--- config.mk ---
export PLATFORM = sky130hd
export DESIGN_NAME = alu_mul_sequencer_flat
export DESIGN_NICKNAME = d
export VERILOG_FILES = /design/src/rtl/alu_mul_sequencer_if.sv /design/src/rtl/alu_mul_sequencer.sv /design/src/flat_wrapper.sv
export SDC_FILE = /design/constraint.sdc
export NUM_CORES = 1
export LEC_CHECK = 0
export CAP_MARGIN = 15
export CORE_MARGIN = 10
export CORE_UTILIZATION = 45
export DETAILED_ROUTE_END_ITERATION = 12
export PLACE_DENSITY_LB_ADDON = 0.2
export SLEW_MARGIN = 20
export SYNTH_ARGS = -nofsm -noshare
export SYNTH_HDL_FRONTEND = slang
export SYNTH_SLANG_ARGS = --single-unit
--- constraint.sdc ---
create_clock -name clk -period 2.1 [get_ports clk]
set_input_delay 0.42 -clock clk [delete_from_list [all_inputs] [get_ports clk]]
set_output_delay 0.42 -clock clk [all_outputs]
set_load 0.02 [all_outputs]
--- src/rtl/alu_mul_sequencer_if.sv ---
// ALU operation bus between an initiator (multiplier sequencer) and the combinational ALU.
interface alu_mul_sequencer_if;
  logic [4:0]  alu_op;
  logic [31:0] alu_a;
  logic [31:0] alu_b;
  logic [31:0] alu_result;
  logic        alu_c;
  logic        alu_z;

  modport master (output alu_op, alu_a, alu_b, input alu_result, alu_c, alu_z);
  modport slave  (input alu_op, alu_a, alu_b, output alu_result, alu_c, alu_z);
endinterface

--- src/rtl/alu_mul_sequencer.sv ---
// Shift-and-add 32x32 unsigned multiplier (low 32 bits) that borrows the shared ALU one op per clock.
// Optional product flags (prod_z/prod_n) are built when MUL_FLAGS_EN is defined.
module alu_mul_sequencer #(
  parameter logic [4:0] OP_ADD  = 5'h03,
  parameter logic [4:0] OP_SL   = 5'h09,
  parameter logic [4:0] OP_SR   = 5'h0A,
  parameter logic [4:0] OP_IDLE = 5'h00
) (
  input  logic                        clk,
  input  logic                        rst,
  input  logic                        start,
  input  logic [31:0]                 a_in,
  input  logic [31:0]                 b_in,
  output logic                        busy,
  output logic                        done,
  output logic [31:0]                 product,
  output logic                        ovf,
  alu_mul_sequencer_if.master         alu
`ifdef MUL_FLAGS_EN
  ,
  output logic                        prod_z,
  output logic                        prod_n
`endif
);

  typedef enum logic [2:0] {S_IDLE, S_ADD, S_SHR, S_SHL, S_DONE} state_t;

  state_t      state;
  logic [31:0] mcand;
  logic [31:0] mplier;

  always_ff @(posedge clk or negedge rst) begin
    if (!rst) begin
      state   <= S_IDLE;
      mcand   <= '0;
      mplier  <= '0;
      product <= '0;
      ovf     <= 1'b0;
      busy    <= 1'b0;
      done    <= 1'b0;
`ifdef MUL_FLAGS_EN
      prod_z  <= 1'b0;
      prod_n  <= 1'b0;
`endif
    end else begin
      case (state)
        S_IDLE: begin
          done <= 1'b0;
          busy <= 1'b0;
          if (start) begin
            mcand   <= a_in;
            mplier  <= b_in;
            product <= '0;
            ovf     <= 1'b0;
            busy    <= 1'b1;
            state   <= b_in[0] ? S_ADD : S_SHR;
          end
        end
        S_ADD: begin
          product <= alu.alu_result;
          ovf     <= ovf | alu.alu_c;
          state   <= S_SHR;
        end
        S_SHR: begin
          mplier <= alu.alu_result;
          if (alu.alu_z) begin
            state <= S_DONE;
            busy  <= 1'b0;
            done  <= 1'b1;
`ifdef MUL_FLAGS_EN
            // product is not touched in SHR, so its current value is final
            prod_z <= (product == 32'h0);
            prod_n <= product[31];
`endif
          end else begin
            state <= S_SHL;
          end
        end
        S_SHL: begin
          // remaining multiplier is nonzero, so a bit lost here will be added in later
          mcand <= alu.alu_result;
          ovf   <= ovf | alu.alu_c;
          state <= mplier[0] ? S_ADD : S_SHR;
        end
        S_DONE: begin
          done  <= 1'b0;
          state <= S_IDLE;
        end
        default: begin
          busy  <= 1'b0;
          done  <= 1'b0;
          state <= S_IDLE;
        end
      endcase
    end
  end

  always_comb begin
    alu.alu_op = OP_IDLE;
    alu.alu_a  = '0;
    alu.alu_b  = '0;
    case (state)
      S_ADD: begin
        alu.alu_op = OP_ADD;
        alu.alu_a  = product;
        alu.alu_b  = mcand;
      end
      S_SHR: begin
        alu.alu_op = OP_SR;
        alu.alu_a  = mplier;
        alu.alu_b  = 32'd1;
      end
      S_SHL: begin
        alu.alu_op = OP_SL;
        alu.alu_a  = mcand;
        alu.alu_b  = 32'd1;
      end
      default: ;
    endcase
  end

endmodule

--- src/flat_wrapper.sv ---
// flat-port wrapper written by rule: the top's interface ports become plain ports
module alu_mul_sequencer_flat 
#(
  parameter logic [4:0] OP_ADD  = 5'h03,
  parameter logic [4:0] OP_SL   = 5'h09,
  parameter logic [4:0] OP_SR   = 5'h0A,
  parameter logic [4:0] OP_IDLE = 5'h00
)
  (clk, rst, start, a_in, b_in, busy, done, product, ovf, alu_alu_op, alu_alu_a, alu_alu_b, alu_alu_result, alu_alu_c, alu_alu_z);
  alu_mul_sequencer_if alu_i ();
  input  logic clk;
  input  logic rst;
  input  logic start;
  input  logic [31:0] a_in;
  input  logic [31:0] b_in;
  output logic busy;
  output logic done;
  output logic [31:0] product;
  output logic ovf;
  output wire logic [$bits(alu_i.alu_op)-1:0] alu_alu_op;
  output wire logic [$bits(alu_i.alu_a)-1:0] alu_alu_a;
  output wire logic [$bits(alu_i.alu_b)-1:0] alu_alu_b;
  input wire logic [$bits(alu_i.alu_result)-1:0] alu_alu_result;
  input wire logic [$bits(alu_i.alu_c)-1:0] alu_alu_c;
  input wire logic [$bits(alu_i.alu_z)-1:0] alu_alu_z;
  assign alu_alu_op = alu_i.alu_op;
  assign alu_alu_a = alu_i.alu_a;
  assign alu_alu_b = alu_i.alu_b;
  assign alu_i.alu_result = alu_alu_result;
  assign alu_i.alu_c = alu_alu_c;
  assign alu_i.alu_z = alu_alu_z;
  alu_mul_sequencer #(.OP_ADD(OP_ADD), .OP_SL(OP_SL), .OP_SR(OP_SR), .OP_IDLE(OP_IDLE)) u_core (.clk(clk), .rst(rst), .start(start), .a_in(a_in), .b_in(b_in), .busy(busy), .done(done), .product(product), .ovf(ovf), .alu(alu_i));
endmodule
==> impl_metrics.tcl <==
set metrics [dict create \
    max_stage_delay_ns 0.43 \
    final_common_cell "clkdlybuf4s50_1" \
    dp_hpwl_um 13200 \
    fin_area_mm2 0.00885 \
    maxCapViolations 0 \
    most-common-layout-cells "clkdlybuf4s50_1 (134), dfrtp_1 (99), nor2_1 (97)" \
    power.switching_uw 6090 \
    synth-seq-cells 102 \
    pwr_density_cell_mw_per_mm2 1630 \
    final_cell_count_no_fill 929 \
    drt_wl_total_um 20800 \
    global_route.usage.total 0.220 \
    fin_crit_ns 2.22 \
    grt_overflow 0 \
    pin_count 205 \
    antenna_found_initial 1 \
    p_leak_uw 0.00387 \
    hp-class "in2async" \
    drive_gt1_frac 0.319 \
    io_buffer_count 202 \
    core_area_mm2 0.0120 \
    setup_viol 49 \
    synth_top_area_frac 0.468 \
    drt_iter0_markers 422 \
    swShare 0.421 \
    place_inst 871 \
    final_nets 877 \
    netlist-cell-type-count 31 \
    cts_max_path_buffers 2 \
    rsz0062_at_grt "true" \
    internal_power_uw 8370 \
    die_h_um 130 \
    row_count 40 \
    power_frac_comb 0.640 \
    pre_cts_ws_ns -0.170 \
    dieArea_mm2 0.0169 \
    syn-mean-instance-area_um2 10.1 \
    ir_worst_vdd_v 0.000765 \
    failed_checks "setup timing" \
    cts_root_buf "clkbuf_16" \
    p_seq_frac 0.249 \
    vias 5292 \
    fin_util 0.740 \
    synth_ff_type "dfrtp_1" \
    viasPerCell 5.70 \
    worst_slew_pin_slew_ns 0.966 \
    drc 0 \
    die_w_um 130 \
    slowest_stage "dfrtp_2" \
    slew_viol_final 0 \
    synthTopCellsByArea "dfrtp_1 (47%), mux2i_1 (12%), nor2_1 (6.8%)" \
    finalHoldViolCount 0 \
    setup_ws_ns -0.120 \
    critPathKind "reg2out" \
    pwr-share-clk 0.111 \
    nFillCells 850 \
    place_area_mm2 0.00774 \
    grt_pass1_wl_um 29500 \
    outcome "finished, violations left" \
    hold_buffers 0 \
    synth.largest_area_cell "dfrtp_1" \
    skew_ns 0.0110 \
    syn_area_mm2 0.00546 \
    wl_per_cell_um 22.3 \
    setup.worst_path.end_class "output port" \
    path_cells "buf_6, nor3b_4, buf_6, buf_12, buf_6, and2_4, buf_6" \
    first_pass_iters 5 \
    clock_latency_ns 0.35 \
    ant_nets 0 \
    clock.fmax_mhz 450 \
    crit_required_ns 1.68 \
    start_kind "flop" \
    slew_headroom 0.355 \
    yosysWarnings 0 \
    cts_tree "yes" \
    grt_pass1_vias 5375 \
    synth-edff-count 0 \
    ys_seq_area_frac 0.468 \
    gp_congestion 0.850 \
    h-tree-depth 3 \
    async_reset_ff_frac 1.00 \
    path_clk_slew_ns 0.08 \
    cts_sinks 102 \
    crit_fanout 7 \
    area_growth_pct 62.2 \
    crit_arrival_ns 1.80 \
    postSynthCellCount 538 \
    cp_common_cell "buf_6" \
    timing.final.crit_share 1.06 \
    cts_made_buffers 9 \
    initial_utilization 0.456 \
    grt_max_degree 67 \
]
-- per-layer routing --
layer  share of wire  routed length, um  GRT usage
met4           0.023                468     0.0827
met1            0.38               7980      0.259
met3           0.085               1770     0.0734
met2            0.51              10500      0.363
met5               0                  0          0
-- synth_stat cells, types with 2 or more instances --
cell,instances
clkbuf_1,26
mux2_2,32
inv_1,3
dfrtp_1,102
mux2i_1,65
nand2b_1,2
a22o_1,32
a21oi_1,69
nor2b_1,3
and2_1,31
a22oi_1,31
buf_6,4
buf_2,8
nand2_1,4
buf_4,6
nand3b_1,2
nor2_1,99
buf_1,3
buf_8,4
-- flip-flops by register name (all words and copies together), names as in the netlist --
name / cells
u_core.state: 3
u_core.done: 1
u_core.product: 32
u_core.mplier: 32
u_core.busy: 1
u_core.mcand: 32
u_core.ovf: 1
-- cell families after synthesis --
logic type	after synthesis	share of synthesized area
simple gates	147	0.125
compound gates	137	0.164
flops	102	0.468
mux	97	0.185
buf+inv	54	0.0569
other cells	1	0.000687
-- final cells by class --
cell class,instances,area [um^2],share of cell area
multi-input cells,383,2820,0.318
clock inverters,6,45.0,0.00509
flip-flops and latches,102,2560,0.289
well taps,147,184,0.0208
inverters,3,11.3,0.00127
repair buffers,277,3010,0.340
diodes,1,2.50,0.000283
clock buffers,10,229,0.0259
-- worst max-delay path, delay by kind of cell (launching register included) --
family	cells	cell delay, ns
DFF	1	0.43
buffers and inverters	5	0.67
and+or+nand+nor	2	0.35
-- worst paths after layout --
check	from	end	slack (ns)	cells past startpoint
worst min-delay path	rst	u_core.mcand[12]	0.02	1
min in group clk	u_core.product[14]	u_core.product[14]	0.53	1
worst max-delay path	u_core.state[1]	alu_alu_b[18]	-0.12	7
worst max register to register	u_core.state[2]	u_core.mplier[28]	0.02	7
max in group asynchronous	rst	u_core.mcand[31]	1.48	2
worst min register to register	u_core.product[14]	u_core.product[14]	0.53	1
-- per-stage QoR --
step,power (uW),TNS [ns],hold slack [ns]
after global routing,15200,-5.42,0.0515
after global placement,11100,-4.06,0.408
after CTS,13100,-2.77,0.0391
after detailed placement,11300,-6.95,0.407
final,14500,-1.95,0.0231
after floorplan,8050,0,0.124
-- power groups by stage --
stage | combinational, uW | clock (uW) | sequential, uW
final | 9260 | 1600 | 3600
after floorplan | 4470 | 0 | 3580
after global placement | 7610 | 0 | 3490
after detailed placement | 7760 | 0 | 3540
after CTS | 8000 | 1610 | 3510
after global routing | 9820 | 1690 | 3680
-- what timing repair did --
action                                 4_1_cts  5_1_grt
gates cloned                                 5       10
setup endpoints to repair                   67      159
pin swaps                                   24       17
setup buffers                               10       17
resized for setup                          333      116
endpoints found under the hold margin        0        0
(Power assumes the default switching activity.)
